$ cat config.mk
export PLATFORM = sky130hd
export DESIGN_NAME = serial_rx_aligner_flat
export DESIGN_NICKNAME = d
export VERILOG_FILES = /design/src/rtl/serial_rx_aligner_if.sv /design/src/rtl/serial_rx_aligner.sv /design/src/flat_wrapper.sv
export SDC_FILE = /design/constraint.sdc
export NUM_CORES = 1
export LEC_CHECK = 0
export ABC_AREA = 1
export CORE_MARGIN = 8
export CORE_UTILIZATION = 33
export CTS_CLUSTER_DIAMETER = 120
export DETAILED_ROUTE_END_ITERATION = 6
export PLACE_DENSITY_LB_ADDON = 0.1
export SETUP_SLACK_MARGIN = 0.05
export SYNTH_ARGS = -nofsm -noshare
export SYNTH_HDL_FRONTEND = slang
export SYNTH_SLANG_ARGS = --single-unit
$ cat constraint.sdc
create_clock -name clk_32f -period 1.59 [get_ports clk_32f]
set_input_delay 0.318 -clock clk_32f [delete_from_list [all_inputs] [get_ports clk_32f]]
set_output_delay 0.318 -clock clk_32f [all_outputs]
set_load 0.005 [all_outputs]
$ cat src/rtl/serial_rx_aligner_if.sv
// Serial-line side of the QQTX receive aligner: one serial bit in, aligned byte stream out.
interface serial_rx_aligner_if;
  logic       data_in;
  logic [7:0] data_out;
  logic       valid_out;
  logic       byte_strobe;
  logic       active;
  logic       IDLE_OUT;

  modport master (
    output data_in,
    input  data_out, valid_out, byte_strobe, active, IDLE_OUT
  );

  modport slave (
    input  data_in,
    output data_out, valid_out, byte_strobe, active, IDLE_OUT
  );
endinterface

$ cat src/rtl/serial_rx_aligner.sv
// QQTX receive front end: deserializes MSB-first bits, locks onto the COMMA byte boundary,
// and emits one aligned byte every 8 clocks once BC_COUNT consecutive aligned commas are seen.
module serial_rx_aligner #(
  parameter logic [7:0]  COMMA    = 8'hBC,
  parameter int unsigned BC_COUNT = 4
) (
  input  logic                clk_32f,
  input  logic                reset,
  serial_rx_aligner_if.slave  rx
);

  typedef enum logic [1:0] {
    ST_SEARCH = 2'd0,
    ST_ALIGN  = 2'd1,
    ST_ACTIVE = 2'd2
  } state_e;

  localparam logic [3:0] BC_TARGET = BC_COUNT[3:0];

  state_e     state_q, state_d;
  logic [7:0] sr_q;
  logic [2:0] bit_cnt_q, bit_cnt_d;
  logic [3:0] bc_cnt_q, bc_cnt_d;
  logic [7:0] data_q, data_d;
  logic       valid_q, valid_d;
  logic       idle_q, idle_d;
  logic       strobe_q, strobe_d;
  logic       active_q, active_d;
  logic       is_comma_s;
  logic       boundary_s;

  assign is_comma_s = (sr_q == COMMA);

  // Next-state and output decode; SEARCH tests every bit offset, ALIGN/ACTIVE only every 8th cycle.
  always_comb begin
    state_d    = state_q;
    bc_cnt_d   = bc_cnt_q;
    data_d     = data_q;
    valid_d    = valid_q;
    idle_d     = idle_q;
    strobe_d   = 1'b0;
    boundary_s = 1'b0;

    case (state_q)
      ST_SEARCH: begin
        if (is_comma_s) begin
          boundary_s = 1'b1;
          bc_cnt_d   = 4'd1;
          state_d    = (BC_TARGET == 4'd1) ? ST_ACTIVE : ST_ALIGN;
        end else begin
          state_d    = ST_SEARCH;
        end
      end
      ST_ALIGN: begin
        if (bit_cnt_q == 3'd7) begin
          boundary_s = 1'b1;
          if (is_comma_s) begin
            // Saturate at the target so the count can never wrap.
            if ((bc_cnt_q + 4'd1) >= BC_TARGET) begin
              bc_cnt_d = BC_TARGET;
              state_d  = ST_ACTIVE;
            end else begin
              bc_cnt_d = bc_cnt_q + 4'd1;
              state_d  = ST_ALIGN;
            end
          end else begin
            bc_cnt_d = 4'd0;
            state_d  = ST_SEARCH;
          end
        end else begin
          boundary_s = 1'b0;
        end
      end
      ST_ACTIVE: begin
        if (bit_cnt_q == 3'd7) begin
          boundary_s = 1'b1;
          data_d     = sr_q;
          valid_d    = ~is_comma_s;
          idle_d     = is_comma_s;
          strobe_d   = 1'b1;
        end else begin
          boundary_s = 1'b0;
        end
      end
      default: begin
        state_d  = ST_SEARCH;
        bc_cnt_d = 4'd0;
      end
    endcase

    if (boundary_s) begin
      bit_cnt_d = 3'd0;
    end else begin
      bit_cnt_d = bit_cnt_q + 3'd1;
    end

    // No loss-of-sync exit: once entered, active holds until reset.
    active_d = active_q | (state_d == ST_ACTIVE);
  end

  // State, shift register and registered outputs.
  always_ff @(posedge clk_32f or negedge reset) begin
    if (!reset) begin
      state_q   <= ST_SEARCH;
      sr_q      <= 8'h00;
      bit_cnt_q <= 3'd0;
      bc_cnt_q  <= 4'd0;
      data_q    <= 8'h00;
      valid_q   <= 1'b0;
      idle_q    <= 1'b0;
      strobe_q  <= 1'b0;
      active_q  <= 1'b0;
    end else begin
      state_q   <= state_d;
      sr_q      <= {sr_q[6:0], rx.data_in};
      bit_cnt_q <= bit_cnt_d;
      bc_cnt_q  <= bc_cnt_d;
      data_q    <= data_d;
      valid_q   <= valid_d;
      idle_q    <= idle_d;
      strobe_q  <= strobe_d;
      active_q  <= active_d;
    end
  end

  assign rx.data_out    = data_q;
  assign rx.valid_out   = valid_q;
  assign rx.IDLE_OUT    = idle_q;
  assign rx.byte_strobe = strobe_q;
  assign rx.active      = active_q;

endmodule

$ cat src/flat_wrapper.sv
// flat-port wrapper written by rule: the top's interface ports become plain ports
module serial_rx_aligner_flat 
#(
  parameter logic [7:0]  COMMA    = 8'hBC,
  parameter int unsigned BC_COUNT = 4
)
  (clk_32f, reset, rx_data_in, rx_data_out, rx_valid_out, rx_byte_strobe, rx_active, rx_IDLE_OUT);
  serial_rx_aligner_if rx_i ();
  input  logic clk_32f;
  input  logic reset;
  input wire logic [$bits(rx_i.data_in)-1:0] rx_data_in;
  output wire logic [$bits(rx_i.data_out)-1:0] rx_data_out;
  output wire logic [$bits(rx_i.valid_out)-1:0] rx_valid_out;
  output wire logic [$bits(rx_i.byte_strobe)-1:0] rx_byte_strobe;
  output wire logic [$bits(rx_i.active)-1:0] rx_active;
  output wire logic [$bits(rx_i.IDLE_OUT)-1:0] rx_IDLE_OUT;
  assign rx_i.data_in = rx_data_in;
  assign rx_data_out = rx_i.data_out;
  assign rx_valid_out = rx_i.valid_out;
  assign rx_byte_strobe = rx_i.byte_strobe;
  assign rx_active = rx_i.active;
  assign rx_IDLE_OUT = rx_i.IDLE_OUT;
  serial_rx_aligner #(.COMMA(COMMA), .BC_COUNT(BC_COUNT)) u_core (.clk_32f(clk_32f), .reset(reset), .rx(rx_i));
endmodule
## After elaboration in Yosys (flattened, before gate mapping)

Cells that the tools add are included.

| cells by class | value |
|---|---|
| $add $sub $neg | 2 |
| magnitude comparators | 1 |
| equal/unequal tests | 7 |
| multiplexer cells | 15 |
| bitwise operators | 3 |
| reduce and logical (&&, ||, !) cells | 4 |

Operator list:

| cell | number |
|---|---|
| 2-to-1 mux 4 bit | 4 |
| one-hot mux 4 bit (3 select lines) | 1 |
| == test 8 bit (second input constant) | 1 |
| 2-to-1 mux 2 bit | 3 |
| one-hot mux 2 bit (3 select lines) | 1 |
| adder 4 x 1 -> 4 bit (second input constant) | 1 |
| == test 2 bit (second input constant) | 2 |
| >= comparator 4 x 3 -> 1 bit (second input constant) | 1 |
| 2-to-1 mux 1 bit | 4 |
| inequality test 2 x 1 -> 1 bit (second input constant) | 2 |
| adder 3 x 1 -> 3 bit (second input constant) | 1 |
| == test 3 bit (second input constant) | 1 |
| 2-to-1 mux 3 bit | 1 |
| AND reduction 3 bit | 1 |
| == test 2 x 1 -> 1 bit (second input constant) | 1 |
| logical NOT 2 bit | 1 |
| NOT 1 bit | 2 |
| one-hot mux 1 bit (2 select lines) | 1 |
| AND reduction 2 bit | 1 |
| OR reduction 2 bit | 1 |
| bitwise OR 1 bit | 1 |

| storage, ports and cells | value |
|---|---|
| flip-flop bits (word level) | 29 |
| output and inout bits | 12 |

## Logic depth before layout (Yosys ltp)

| depth | value |
|---|---|
| depth in word-level cells | 8 |
| gate-level depth with buffers | 12 |
| gate-level depth less buffers | 12 |

## Worst setup path after synthesis

Ideal clock, no wire load.

| timing | value |
|---|---|
| path kind | register to register |
| start point | reg u_core.bit_cnt_q[0] |
| end point | reg u_core.active_q, in the netlist u_core.rx.active |
| setup time | 0.116 ns |
| arrival time | 1.294 ns |
| path slack | 0.179 ns |
| stages on the path, launching flop included | 13 |
| buffers on the path | 0 |
| period minus slack after synthesis | 1.411 ns |
| path through | dfrtp_1 > ha_1 > ha_1 > inv_2 > a21oi_4 > inv_1 > nand2_1 > nand2_1 > clkinv_1 > nand2_1 > nand2_1 > nand2_1 > nand2_1 |

| between the ends | value |
|---|---|
| longest elaborated chain between the ends | 5 |

Ends and longest elaborated chain:

| what | RTL line | RTL |
|---|---|---|
| start, declared | serial_rx_aligner.sv:22 | `logic [2:0] bit_cnt_q, bit_cnt_d;` |
| start signal, assigned | serial_rx_aligner.sv:116 | `bit_cnt_q <= bit_cnt_d;` |
| == test 3 bit | serial_rx_aligner.sv:55 | `if (bit_cnt_q == 3'd7) begin` |
| 2-to-1 mux 2 bit | serial_rx_aligner.sv:55 |  |
| one-hot mux 2 bit (3 select lines) | serial_rx_aligner.sv:44 | `case (state_q)` |
| == test 2 bit | serial_rx_aligner.sv:98 | `active_d = active_q \| (state_d == ST_ACTIVE);` |
| bitwise OR 1 bit | serial_rx_aligner.sv:98 |  |
| net u_core.active_d | serial_rx_aligner.sv:28 | `logic active_q, active_d;` |
| end signal, assigned | serial_rx_aligner.sv:122 | `active_q <= active_d;` |
| end, declared | serial_rx_aligner.sv:28 |  |

The timed path passes the listed nets, and every way through them passes these cells.
A chain may end at the register's enable or synchronous reset.

## Final worst setup path

| timing | value |
|---|---|
| start point | reg u_core.idle_q, in the netlist u_core.rx.IDLE_OUT |
| end point | out rx_IDLE_OUT |

RTL lines:

| what | RTL line | RTL |
|---|---|---|
| start, declared | serial_rx_aligner.sv:26 | `logic idle_q, idle_d;` |
| start signal, assigned | serial_rx_aligner.sv:120 | `idle_q <= idle_d;` |
| end, declared | flat_wrapper.sv:16 | `output wire logic [$bits(rx_i.IDLE_OUT)-1:0] rx_IDLE_OUT;` |

No word-level cell between the ends.

==> out/metrics.yaml <==
critical_path:
  cp_cell_sequence: "clkdlybuf4s50_1"
  cp.arrival_ps: 1130
  timing.rr.end: "u_core.rx.active"
  worstSetupPathType: "reg2out"
  crit_slowest_cell: "clkdlybuf4s50_1"
  r2r_start: "u_core.bit_cnt_q[0]"
  path_max_fanout: 2
  cp_num_buf_inv: 1
  end_kind: "output pin"
  required_ps: 1270
  cp-start-kind: "register"
  reg2reg_slack_ps: 180
  slowest_delay_ps: 510
  reg2regPathDepth: 12
  cpLargestDelayFamily: "buffers and inverters"
synthesis:
  ys_seq_area_share_pct: 57.4
  synth_cells: 134
  synthTopCellsByArea: "dfrtp_1 (57%), nand2_1 (12%), ha_1 (6.9%)"
  ys_seq_elements: 29
  yosysTopAreaCell: "dfrtp_1"
  ys.warnings.count: 0
  synth_top_area_share_pct: 57.4
  synth_area_mm2: 0.00126
  syn_nets: 144
  post_synth.cell_area_avg_um2: 9.44
  yosysUniqueCellTypes: 20
finish:
  nNetsFinal: 170
  final_cells: 209
  fin_area_mm2: 0.00163
  area_delta_synth_final_pct: 29.2
  antennaDiodeCount: 0
  final_layout_size_suffix_gt1_share_pct: 20.5
global_route:
  grt_pass1_wl_mm: 4.01
  grt_pass1_vias: 947
  gr-total-overflow: 0
  antenna_found_initial: 0
  grtUsageTotal_pct: 8.44
  grt_max_degree: 30
timing:
  worst_slack_ps: 144
  min_period_over_period_pct: 90.9
  setup_viol: 0
  slew_headroom_pct: 75.5
  fin_worst_skew_ps: 4.00
  max_slew.worst_pin.slew_ps: 367
  period_needed_ps: 1450
  fin_setup_tns_ps: 0
  drv_slew: 0
  rsz0062_at_grt: "no"
  hold_violations: 0
  max_freq_mhz: 692
place:
  post_dp_cell_area_mm2: 0.00148
  place_congestion: 0.726
  dp_hpwl_mm: 1.64
  pre_cts_slack_ps: 77.3
  placed_cells: 198
  port_buffers: 14
hold_path:
  worstHoldPathType: "reg2reg"
  holdPathStages: 0
  hold_start: "u_core.sr_q[6]"
  hold_path_end: "u_core.sr_q[7]"
power:
  total_power_w: 0.00167
  power_density_mw_per_mm2: 1020
  power_leakage_nw: 0.835
  worst_ir_drop_vdd_mv: 0.429
floorplanning:
  ios: 15
  rows: 22
  die_height_um: 77.9
  initial_core_util_pct: 34.6
  die_width_um: 77.9
  coreArea_mm2: 0.00366
  die_area_mm2: 0.00607
clocking:
  clock_sinks: 29
  cts_max_level: 2
  cts.path.max_buffers: 2
  root_buffer: "clkbuf_8"
  clock_latency_ps: 270
  cts_made_buffers: 5
  cts_tree: "yes"
  clk_pin_slew_ps: 60
drt:
  drt-total-wl_mm: 2.27
  wire_per_inst_um: 10.9
  postRouteAntennaNets: 0
  vias_per_cell: 4.13
  num_vias: 863
  drt_iter0_markers: 37
  drc_errors: 0
  dr.pass1.iters: 4
run_status:
  outcome: "complete, no violations"
flow_run:
  maxCapViolations: 0
==> metrics by stage <==
step           hold slack [ps]  utilization [%]
3_3_place_gp               358             40.5
6_report                   378             44.6
4_1_cts                    380             43.3
5_1_grt                    388             44.6
3_5_place_dp               367             40.5
2_1_floorplan             22.4                -
==> how the worst max path moves through the flow <==
stage,startpoint,end,slack [ps],cells after the start
3_5_place_dp,u_core.bit_cnt_q[0],u_core.rx.active,80,12
2_1_floorplan,u_core.bit_cnt_q[0],u_core.rx.active,180,12
3_3_place_gp,u_core.bit_cnt_q[0],u_core.rx.active,120,12
4_1_cts,u_core.bit_cnt_q[0],u_core.rx.active,60,12
5_1_grt,u_core.bit_cnt_q[0],u_core.rx.active,50,12
6_report,u_core.rx.IDLE_OUT,rx_IDLE_OUT,140,1
==> layer usage <==
layer | share of wire, % | GRT usage, %
met3 | 3.9 | 3.11
met2 | 48 | 13.7
met5 | 0 | 0
met4 | 2.7 | 6.67
met1 | 45 | 8.65
==> sequential cells by signal, indices dropped and copies added (netlist names) <==
signal                 flops
u_core.rx.data_out         8
u_core.sr_q                8
u_core.bc_cnt_q            4
u_core.bit_cnt_q           3
u_core.state_q             2
u_core.rx.IDLE_OUT         1
u_core.rx.active           1
u_core.rx.byte_strobe      1
u_core.rx.valid_out        1
==> Yosys cell counts <==
cell type / n
nand2_1: 40
dfrtp_1: 29
inv_1: 20
ha_1: 7
nand2_2: 6
nor2_1: 6
nand3_1: 5
o21ai_0: 5
nor2_2: 3
inv_2: 2
nand4_1: 2
a211o_1: 1
a21oi_1: 1
a21oi_4: 1
a22oi_2: 1
buf_2: 1
clkinv_1: 1
nand3_2: 1
nor2_4: 1
o21ai_1: 1
==> cell usage in the layout, fill, tap and decap left out, drive strengths merged <==
| master | synthesis | layout |
|---|---|---|
| clkdlybuf4s50 | 0 | 14 |
| dfrtp | 29 | 29 |
| nand4 | 2 | 2 |
| inv | 22 | 22 |
| buf | 1 | 6 |
| nor2 | 10 | 10 |
| a21oi | 2 | 2 |
| a211o | 1 | 1 |
| o21ai | 6 | 6 |
| clkinv | 1 | 2 |
| clkbuf | 0 | 7 |
| nand3 | 6 | 6 |
| ha | 7 | 7 |
| nand2 | 46 | 46 |
| a22oi | 1 | 1 |
==> kinds of logic after synthesis <==
group / share of synthesized area, %
AO/OA/AOI/OAI: 5.74
adder cells (fa/ha/maj): 6.92
buffers and inverters: 7.22
flip-flops: 57.4
AND/OR/NAND/NOR: 22.7
==> where the power goes <==
part           internal, W  switching [W]  leakage (nW)
Combinational    0.0000958       0.000108         0.404
Clock             0.000390       0.000261        0.0542
Sequential        0.000783      0.0000301         0.377
Total              0.00127       0.000399         0.835
==> repair_timing <==
| item | 4_1_cts | 5_1_grt |
|---|---|---|
| hold buffers | 0 | 0 |
| endpoints found under the setup margin | 0 | 2 |
| gates resized for setup | 0 | 7 |
| buffers inserted | 0 | 3 |
==> final cells by class <==
cell class,count,area (um2)
repair buffers,20,185
flip-flops and latches,29,726
clock inverters,1,5.00
fillers,364,2030
inverters,23,88.8
well taps,48,60.1
clock buffers,7,96.3
multi-input cells,81,473
Note: power is estimated with default switching activity, not from simulation.
